===== config.mk =====
export PLATFORM = sky130hd
export DESIGN_NAME = step_counter
export DESIGN_NICKNAME = d
export VERILOG_FILES = /design/src/rtl/step_counter.sv
export SDC_FILE = /design/constraint.sdc
export NUM_CORES = 1
export LEC_CHECK = 0
export BUFFER_PORTS_ARGS = -buffer_cell sky130_fd_sc_hd__clkbuf_2
export CORE_MARGIN = 3
export CORE_UTILIZATION = 30
export DETAILED_ROUTE_END_ITERATION = 10
export HOLD_SLACK_MARGIN = 0.1
export SYNTH_ARGS = -nofsm -noshare
export SYNTH_HDL_FRONTEND = slang
export SYNTH_SLANG_ARGS = --single-unit

===== constraint.sdc =====
create_clock -name clk -period 3.8 [get_ports clk]
set_clock_uncertainty 0.05 [all_clocks]
set_input_delay 0.38 -clock clk [delete_from_list [all_inputs] [get_ports clk]]
set_output_delay 0.38 -clock clk [all_outputs]
set_load 0.03 [all_outputs]

===== src/rtl/step_counter.sv =====
// step_counter: prescaled up/down event counter with wrap or saturate at a
// runtime bound, emitting registered step / rollover pulses and a bound flag.
// Optional feature: define COUNTER_LOAD_EN to add the load / load_val
// parallel-load ports (load ranks below clear and above a step event).
module step_counter #(
  parameter int CNT_W = 16,
  parameter int DLY_W = 32
) (
  input  logic             clk,
  input  logic             rst,
  input  logic             en,
  input  logic             dir,
  input  logic             sat,
  input  logic             clear,
  input  logic [DLY_W-1:0] delay_set,
  input  logic [CNT_W-1:0] max_count,
`ifdef COUNTER_LOAD_EN
  input  logic             load,
  input  logic [CNT_W-1:0] load_val,
`endif
  output logic             step,
  output logic             rollover,
  output logic             at_bound,
  output logic [CNT_W-1:0] count
);

  logic [DLY_W-1:0] psc, psc_n;
  logic [CNT_W-1:0] cnt_n;
  logic             step_n, roll_n, bound_n;

  // Next-state: clear > load > step event > prescale > idle
  always_comb begin
    cnt_n  = count;
    psc_n  = psc;
    step_n = 1'b0;
    roll_n = 1'b0;
    if (clear) begin
      cnt_n = '0;
      psc_n = '0;
    end
`ifdef COUNTER_LOAD_EN
    else if (load) begin
      cnt_n = (load_val > max_count) ? max_count : load_val;
      psc_n = '0;
    end
`endif
    else if (!en) begin
      psc_n = '0;
    end else if (psc < delay_set) begin
      // psc < delay_set, so the increment cannot overflow DLY_W
      psc_n = psc + 1'b1;
    end else begin
      // >= compare so a lowered delay_set steps on the next enabled edge
      psc_n  = '0;
      step_n = 1'b1;
      if (!dir) begin
        if (count >= max_count) begin
          if (!sat) begin
            cnt_n  = '0;
            roll_n = 1'b1;
          end
        end else begin
          cnt_n = count + 1'b1;
        end
      end else begin
        if (count == '0) begin
          if (!sat) begin
            cnt_n  = max_count;
            roll_n = 1'b1;
          end
        end else if (count > max_count) begin
          // bound shrank below the count: snap down without a rollover
          cnt_n = max_count;
        end else begin
          cnt_n = count - 1'b1;
        end
      end
    end
    // flag tracks the count being registered this edge
    bound_n = dir ? (cnt_n == '0) : (cnt_n == max_count);
  end

  // State and registered outputs
  always_ff @(posedge clk or negedge rst) begin
    if (!rst) begin
      count    <= '0;
      psc      <= '0;
      step     <= 1'b0;
      rollover <= 1'b0;
      at_bound <= 1'b0;
    end else begin
      count    <= cnt_n;
      psc      <= psc_n;
      step     <= step_n;
      rollover <= roll_n;
      at_bound <= bound_n;
    end
  end

endmodule


==> summary.txt, run 1 <==
Floorplan
  • Number of rows in the core area: 49
  • Die extent in y: 143.1 um
  • Horiz. Die Dim: 143.1 um
  • Io pins: 73
  • Full die area: 20,480 um^2
  • Area inside the core boundary: 18,210 um^2
  • Initial core utilization: 0.3097

Drt
  • Post-detailed-route DRC marker count: 0
  • Final wirelength: 23,490 um
  • Routed wire per std cell: 20.99 um
  • Via total after detailed routing: 6,472
  • Ratio of routed vias to standard cells: 5.784
  • Remaining number of nets flagged by the antenna check after routing: 0
  • Total iterations of the first detailed-routing run: 5
  • Number of violations reported at the end of detailed-routing iteration 0: 526

Critical path
  • Data arrival, critical path: 3.80 ns
  • Required @ worst endpoint: 3.98 ns
  • Cell-by-cell trace of the critical path: ha_1 -> nand4_2 -> or4_4 -> a21o_4 -> buf_4 -> a31oi_4 -> buf_4 -> nor3_1 -> o32ai_1 -> a22o_1 -> buf_4 -> a21o_1 -> nand4b_1 -> o22ai_1
  • Top Family by Delay on Critical Path: compound AO/OA/AOI/OAI gates
  • CP most frequent cell: sky130_fd_sc_hd__buf_4
  • Kind of critical path: reg2reg
  • Element type at the critical path start: register
  • Slack of the worst reg-to-reg path: 0.18 ns
  • Crit path buf inv count: 3
  • Element type at the critical path end: register
  • Slowest cell on crit path: sky130_fd_sc_hd__or4_4
  • Delay of the slowest cell on the worst path: 0.60 ns
  • Critical-path maximum fanout: 6

Placed design
  • Final weighted congestion in routability-driven placement: 1.100
  • Detailed-placement wirelength estimate: 18,790 um
  • Placed Area: 7137 um^2
  • Count of input and output buffers: 72

Layout
  • Number of nets in the layout: 994
  • Sequential cell area: 1276 um^2
  • Area added between synthesis and finish: 31.82%
  • Fillers: 1,852
  • Antenna diode instance count: 0
  • Share of final-layout standard cells stronger than drive strength 1: 0.2933
  • Final design instance area without fill: 7433 um^2
  • Area of the multi-input gates: 4080 um^2

Pwr
  • Worst ir drop on vdd: 0.1511 mV
  • Static Leak: 3.502 nW
  • Ratio of total power to cell area: 172.9 nW/um^2

Global routing
  • Largest net degree at the start of global routing: 38
  • Final global-route overflow total: 0
  • Vias in the first global route: 6,139
  • Total global routing track utilization: 0.2277
  • Number of antenna violations at the first check in global routing: 0
  • First-pass GRT wire length: 35,560 um

Outcome
  • Status: complete, no violations

Clock network
  • Clock tree root driver cell: sky130_fd_sc_hd__clkbuf_16
  • Num Clock Sinks: 51
  • H-Tree Depth: 2
  • Clock insertion delay at the later pin of the skew report: 0.31 ns
  • CTS tree: yes
  • Number of hold-repair buffers added at the cts stage: 0
  • Number of buffers created by CTS: 5
  • Maximum buffer depth of the clock tree: 2
  • Post-CTS clock slew at the launch and capture registers of the worst setup and hold paths: 0.08 ns

Synthesis
  • Most frequently used flop master after synthesis: sky130_fd_sc_hd__dfrtp_1
  • Biggest area contributors in the synthesized netlist: sky130_fd_sc_hd__dfrtp_1, sky130_fd_sc_hd__ha_1, sky130_fd_sc_hd__nor2_1, sky130_fd_sc_hd__inv_1, sky130_fd_sc_hd__xor2_1
  • Ranking of synthesized cells by instance count: sky130_fd_sc_hd__nor2_1, sky130_fd_sc_hd__inv_1, sky130_fd_sc_hd__dfrtp_1, sky130_fd_sc_hd__ha_1, sky130_fd_sc_hd__nand2_1
  • Area share of the largest cell type after synthesis: 0.2263
  • Seq/Total Area, Yosys: 0.2263
  • EDFF count, synth: 0
  • Gate count of the mapped netlist: 713
  • Leading area contributor after synthesis: sky130_fd_sc_hd__dfrtp_1
  • Synth warnings: 0
  • Synthesis-stage register bit count: 51
  • Count of different cell masters after synthesis: 89
  • Net count after synthesis: 818
  • Post-synthesis async set-or-reset flop share: 1.000
  • Most numerous cell in the Yosys netlist: sky130_fd_sc_hd__nor2_1
  • Average cell area after synthesis: 7.909 um^2
  • Post-Syn Area: 5639 um^2

STA
  • Setup violators final: 0
  • Post-Route Setup TNS: 0 ns
  • Least-Margin Pin Slew: 1.028 ns
  • Total count of hold-check failures in the final report: 0
  • Max frequency: 276.2 MHz
  • Tightest slew margin relative to the limit: 0.3147
  • Setup repair after global routing missed its margin: no
  • Smallest hold slack: 0.1873 ns
  • Period minus WS final: 3.620 ns
  • Pins Over Slew Limit: 0
  • Post-route clock period utilization: 0.9526

Run
  • Max-cap violations: 0

Hold path
  • Type of the worst min-delay path: in2async
-- worst reg2reg max path, cell delays in order (launching register included) --
cell	delay [ns]
sky130_fd_sc_hd__dfrtp_1	0.44
sky130_fd_sc_hd__ha_1	0.33
sky130_fd_sc_hd__nand4_2	0.14
sky130_fd_sc_hd__or4_4	0.60
sky130_fd_sc_hd__a21o_4	0.25
sky130_fd_sc_hd__buf_4	0.16
sky130_fd_sc_hd__a31oi_4	0.25
sky130_fd_sc_hd__buf_4	0.21
sky130_fd_sc_hd__nor3_1	0.06
sky130_fd_sc_hd__o32ai_1	0.35
sky130_fd_sc_hd__a22o_1	0.23
sky130_fd_sc_hd__buf_4	0.12
sky130_fd_sc_hd__a21o_1	0.12
sky130_fd_sc_hd__nand4b_1	0.10
sky130_fd_sc_hd__o22ai_1	0.13
-- timing repair --
item	4_1_cts	5_1_grt
resized for setup	3	17
endpoints found under the setup margin	1	1
buffers inserted	0	2
pin swaps	1	7
-- logic make-up after synthesis --
| group | after synthesis | share of synthesized area |
|---|---|---|
| and+or+nand+nor | 267 | 0.2450 |
| buffers and inverters | 100 | 0.07278 |
| adders and majority gates | 51 | 0.1132 |
| xor gates and xnor gates | 39 | 0.06057 |
| AOI/OAI and AO/OA | 196 | 0.2658 |
| muxes | 9 | 0.01642 |
| DFF | 51 | 0.2263 |
-- layer usage --
metal / up-vias / global-route usage / wire length [um]
li1: 3022 / - / -
met1: 2933 / 0.3004 / 9603
met2: 418 / 0.3432 / 9875
met3: 99 / 0.04756 / 2369
met4: 0 / 0.1331 / 1639
met5: - / 0 / 0
-- cell usage in the layout (no fill, tap or decap), types with 4 or more instances in the layout --
cell type,instances
sky130_fd_sc_hd__o2111ai_1,4
sky130_fd_sc_hd__nor2_1,68
sky130_fd_sc_hd__clkbuf_16,5
sky130_fd_sc_hd__and4_1,5
sky130_fd_sc_hd__or3_1,6
sky130_fd_sc_hd__nor4_1,13
sky130_fd_sc_hd__o22ai_1,8
sky130_fd_sc_hd__a211oi_1,7
sky130_fd_sc_hd__o211ai_1,6
sky130_fd_sc_hd__nor3_1,22
sky130_fd_sc_hd__and2_1,7
sky130_fd_sc_hd__nand2_1,51
sky130_fd_sc_hd__buf_4,130
sky130_fd_sc_hd__nand3_1,25
sky130_fd_sc_hd__a32o_1,4
sky130_fd_sc_hd__nand4_1,28
sky130_fd_sc_hd__mux2i_1,7
sky130_fd_sc_hd__and3_1,11
sky130_fd_sc_hd__a31oi_1,6
sky130_fd_sc_hd__nand2b_1,5
sky130_fd_sc_hd__xor2_1,25
sky130_fd_sc_hd__a21o_1,7
sky130_fd_sc_hd__o221ai_1,4
sky130_fd_sc_hd__a21oi_1,39
sky130_fd_sc_hd__xnor2_1,14
sky130_fd_sc_hd__inv_1,64
sky130_fd_sc_hd__ha_1,50
sky130_fd_sc_hd__o21a_1,6
sky130_fd_sc_hd__o21ai_0,27
sky130_fd_sc_hd__nor4_2,4
sky130_fd_sc_hd__clkbuf_2,72
sky130_fd_sc_hd__dfrtp_1,51
-- path summary, 6_finish.rpt --
| kind | start | to | depth (start not counted) |
|---|---|---|---|
| max | count[13] | at_bound | 14 |
| max reg2reg | count[13] | at_bound | 14 |
| min | rst | count[12] | 1 |
| min reg2reg | psc[0] | psc[0] | 1 |
| max in group asynchronous | rst | psc[22] | 2 |
| min in group clk | clear | count[3] | 2 |
-- registers in the layout, summed over array words and instances (netlist names) --
| register | flops |
|---|---|
| count | 16 |
| step | 1 |
| at_bound | 1 |
| rollover | 1 |
| psc | 32 |
-- area by class of cell --
cell class	instances	share of cell area
multi-input combinational	562	0.5489
tap	229	0.03855
inverter	64	0.03232
clock inverter	3	0.003871
clock buffer	5	0.01683
sequential	51	0.1717
timing repair buffer	205	0.1878
-- per-stage QoR --
| step | util | std cells | worst slack (ns) | total power, mW |
|---|---|---|---|---|
| floorplan | - | 713 | 0.1451 | 0.6585 |
| global placement | 0.3919 | 1109 | -0.3206 | 0.7964 |
| detailed placement | 0.3919 | 1109 | -0.2449 | 0.7939 |
| CTS | 0.4012 | 1117 | 0.03416 | 1.289 |
| global route | 0.4082 | 1119 | 0.01571 | 1.347 |
| finish | 0.4082 | 1119 | 0.1800 | 1.286 |
-- report_power, final --
part	switching, mW	internal, mW
combinational	0.150	0.103
clock	0.236	0.252
sequential	0.00146	0.544
total	0.387	0.899
Power figures use the tool's default switching activity.
==> run 2, diff against run 1 <==
- REMOVE_ABC_BUFFERS: unset -> 1
- TNS_END_PERCENT: unset -> 30
==> summary.txt, run 2 (same netlist as run 1, synthesis figures left out) <==
Layout
  • Top reg by flops: psc (unchanged)
  • Fillers: 1,864 (was 1,852)
  • Number of non-filler instances in the completed layout: 1,105 (was 1,119)
  • Sequential cell area: 1276 um^2 (unchanged)
  • Area added between synthesis and finish: 29.13% (was 31.82%)
  • Antenna diode instance count: 0 (unchanged)
  • Registers with the most flip-flops: psc (32), count (16) (unchanged)
  • Area of the multi-input gates: 4036 um^2 (was 4080 um^2)
  • Number of flip-flops under the largest register name: 32 (unchanged)
  • Number of nets in the layout: 981 (was 994)
  • Most common cell after layout, fill and taps aside: sky130_fd_sc_hd__buf_4 (unchanged)
  • Top library cells by usage in the layout, fill and taps aside: sky130_fd_sc_hd__buf_4, sky130_fd_sc_hd__clkbuf_2, sky130_fd_sc_hd__nor2_1 (unchanged)
  • Share of final-layout standard cells stronger than drive strength 1: 0.2751 (was 0.2933)

Pwr
  • Fraction of power spent switching nets: 0.2699 (was 0.3010)
  • Ratio of total power to cell area: 178.6 nW/um^2 (was 172.9 nW/um^2)
  • Cell-internal power: 949.6 uW (was 898.6 uW)
  • Static Leak: 3.411 nW (was 3.502 nW)
  • Worst ir drop on vdd: 0.1609 mV (was 0.1511 mV)
  • Sequential share of power: 0.420 (was 0.424)
  • Share of power burned in the clock network: 0.397 (was 0.380)
  • Total net switching power: 351.1 uW (was 387.0 uW)
  • Logic pwr share: 0.184 (was 0.196)

Global routing
  • Largest net degree at the start of global routing: 40 (was 38)
  • First-pass GRT wire length: 33,650 um (was 35,560 um)
  • Final global-route overflow total: 0 (unchanged)
  • Total global routing track utilization: 0.2123 (was 0.2277)
  • Number of antenna violations at the first check in global routing: 1 (was 0)
  • Vias in the first global route: 5,994 (was 6,139)

Drt
  • Remaining number of nets flagged by the antenna check after routing: 0 (unchanged)
  • Via total after detailed routing: 6,444 (was 6,472)
  • Final wirelength: 22,310 um (was 23,490 um)
  • Ratio of routed vias to standard cells: 5.832 (was 5.784)
  • Post-detailed-route DRC marker count: 0 (unchanged)
  • Routed wire per std cell: 20.19 um (was 20.99 um)
  • Total iterations of the first detailed-routing run: 6 (was 5)
  • Number of violations reported at the end of detailed-routing iteration 0: 830 (was 526)

Clock network
  • Clock insertion delay at the later pin of the skew report: 0.30 ns (was 0.31 ns)
  • Number of buffers created by CTS: 5 (unchanged)
  • Clock tree root driver cell: sky130_fd_sc_hd__clkbuf_16 (unchanged)
  • CTS tree: yes (unchanged)
  • Num Clock Sinks: 51 (unchanged)
  • Maximum buffer depth of the clock tree: 2 (unchanged)
  • H-Tree Depth: 2 (unchanged)
  • Post-CTS clock slew at the launch and capture registers of the worst setup and hold paths: 0.08 ns (about the same)

Critical path
  • Element type at the critical path end: register (unchanged)
  • CP most frequent cell: sky130_fd_sc_hd__buf_4 (unchanged)
  • Top Family by Delay on Critical Path: compound AO/OA/AOI/OAI gates (unchanged)
  • Data arrival, critical path: 3.86 ns (was 3.80 ns)
  • Required @ worst endpoint: 3.95 ns (was 3.98 ns)
  • Delay of the slowest cell on the worst path: 0.54 ns (was 0.60 ns)
  • Critical-path maximum fanout: 11 (was 6)
  • Cell-by-cell trace of the critical path: ha_1 -> nand4_2 -> buf_4 -> or4_4 -> and2_1 -> nand3_2 -> buf_4 -> o21ai_1 -> a221oi_2 -> o32ai_2 -> a2111oi_1 -> buf_4 -> a41oi_1 -> o22ai_1 (was ha_1 -> nand4_2 -> or4_4 -> a21o_4 -> buf_4 -> a31oi_4 -> buf_4 -> nor3_1 -> o32ai_1 -> a22o_1 -> buf_4 -> a21o_1 -> nand4b_1 -> o22ai_1)
  • Slowest cell on crit path: sky130_fd_sc_hd__or4_4 (unchanged)
  • Kind of critical path: reg2reg (unchanged)
  • Crit path buf inv count: 3 (unchanged)
  • Element type at the critical path start: register (unchanged)

Placed design
  • Count of input and output buffers: 72 (unchanged)
  • Post-placement worst setup slack: -0.1016 ns (was -0.2449 ns)
  • Detailed-placement wirelength estimate: 17,840 um (was 18,790 um)
  • Final weighted congestion in routability-driven placement: 1.041 (was 1.100)
  • Placed cell count: 1,091 (was 1,109)

STA
  • Max frequency: 269.9 MHz (was 276.2 MHz)
  • Least-Margin Pin Slew: 0.6625 ns (was 1.028 ns)
  • Post-Route Setup TNS: 0 ns (unchanged)
  • Post-route clock period utilization: 0.9751 (was 0.9526)
  • Period minus WS final: 3.705 ns (was 3.620 ns)
  • Tightest slew margin relative to the limit: 0.5543 (was 0.3147)
  • Total count of hold-check failures in the final report: 0 (unchanged)
  • Smallest hold slack: 0.4684 ns (was 0.1873 ns)
  • Pins Over Slew Limit: 0 (unchanged)
  • Setup violators final: 0 (unchanged)
  • Setup slack after layout: 0.09477 ns (was 0.1800 ns)

Floorplan
  • Io pins: 73 (unchanged)
  • Area inside the core boundary: 18,210 um^2 (unchanged)
  • Initial core utilization: 0.3097 (unchanged)
  • Number of rows in the core area: 49 (unchanged)
  • Die extent in y: 143.1 um (unchanged)
  • Horiz. Die Dim: 143.1 um (unchanged)
  • Full die area: 20,480 um^2 (unchanged)

Run
  • Max-cap violations: 0 (unchanged)

Outcome
  • Status: complete, no violations (unchanged)

Hold path
  • Type of the worst min-delay path: in2async (unchanged)
run 2: cell count changes in the layout (fill, tap and decap cells not counted), sizes merged:
cell         previous run  this run
buf                   133       119
clkinv                  2         0
bufinv                  0         1
clkinvlp                0         1
dlygate4sd3             0         1
inv                    65        64
run 2: area by class of cell:
cell class / instances / area share
Tap cell: 229 / 0.03935
Multi-Input combinational cell: 562 / 0.5543
Inverter: 64 / 0.03299
Clock inverter: 2 / 0.005155
Timing Repair Buffer: 192 / 0.1758
Sequential cell: 51 / 0.1753
Clock buffer: 5 / 0.01718
run 2: power by group through the flow:
stage               Combinational [mW]  Clock, mW  Sequential [mW]
global route                     0.260      0.545            0.546
detailed placement               0.231          0            0.556
floorplan                       0.0923          0            0.557
CTS                              0.233      0.529            0.546
finish                           0.239      0.516            0.546
global placement                 0.232          0            0.556
run 2: what timing repair did:
item / 4_1_cts / 5_1_grt
hold endpoints to repair: 12 / 0
gates resized for setup: 0 / 15
hold buffers: 1 / 0
buffers inserted: 0 / 6
setup endpoints to repair: 0 / 1
run 2: per-stage QoR:
step,power [mW],utilization,area [um^2]
6_report,1.301,0.3999,7282
4_1_cts,1.307,0.3926,7149
3_3_place_gp,0.7879,0.3832,6977
2_1_floorplan,0.6492,-,5469
5_1_grt,1.351,0.3999,7282
3_5_place_dp,0.7868,0.3832,6977
run 2: path summary, 6_finish.rpt:
kind,slack [ns],start,end,cells past startpoint
max reg2reg,0.09,count[15],at_bound,14
min reg2reg,0.48,psc[0],psc[0],1
min,0.47,rst,psc[7],2
max in group asynchronous,2.37,rst,count[4],3
max,0.09,count[15],at_bound,14
min in group clk,0.48,psc[0],psc[0],1
run 2: layer usage:
| metal | global-route usage | share of wire | vias to the layer above |
|---|---|---|---|
| met5 | 0 | 0.00058 | - |
| li1 | - | - | 3002 |
| met2 | 0.3195 | 0.42 | 398 |
| met1 | 0.2865 | 0.42 | 2942 |
| met3 | 0.04588 | 0.10 | 100 |
| met4 | 0.1071 | 0.058 | 2 |
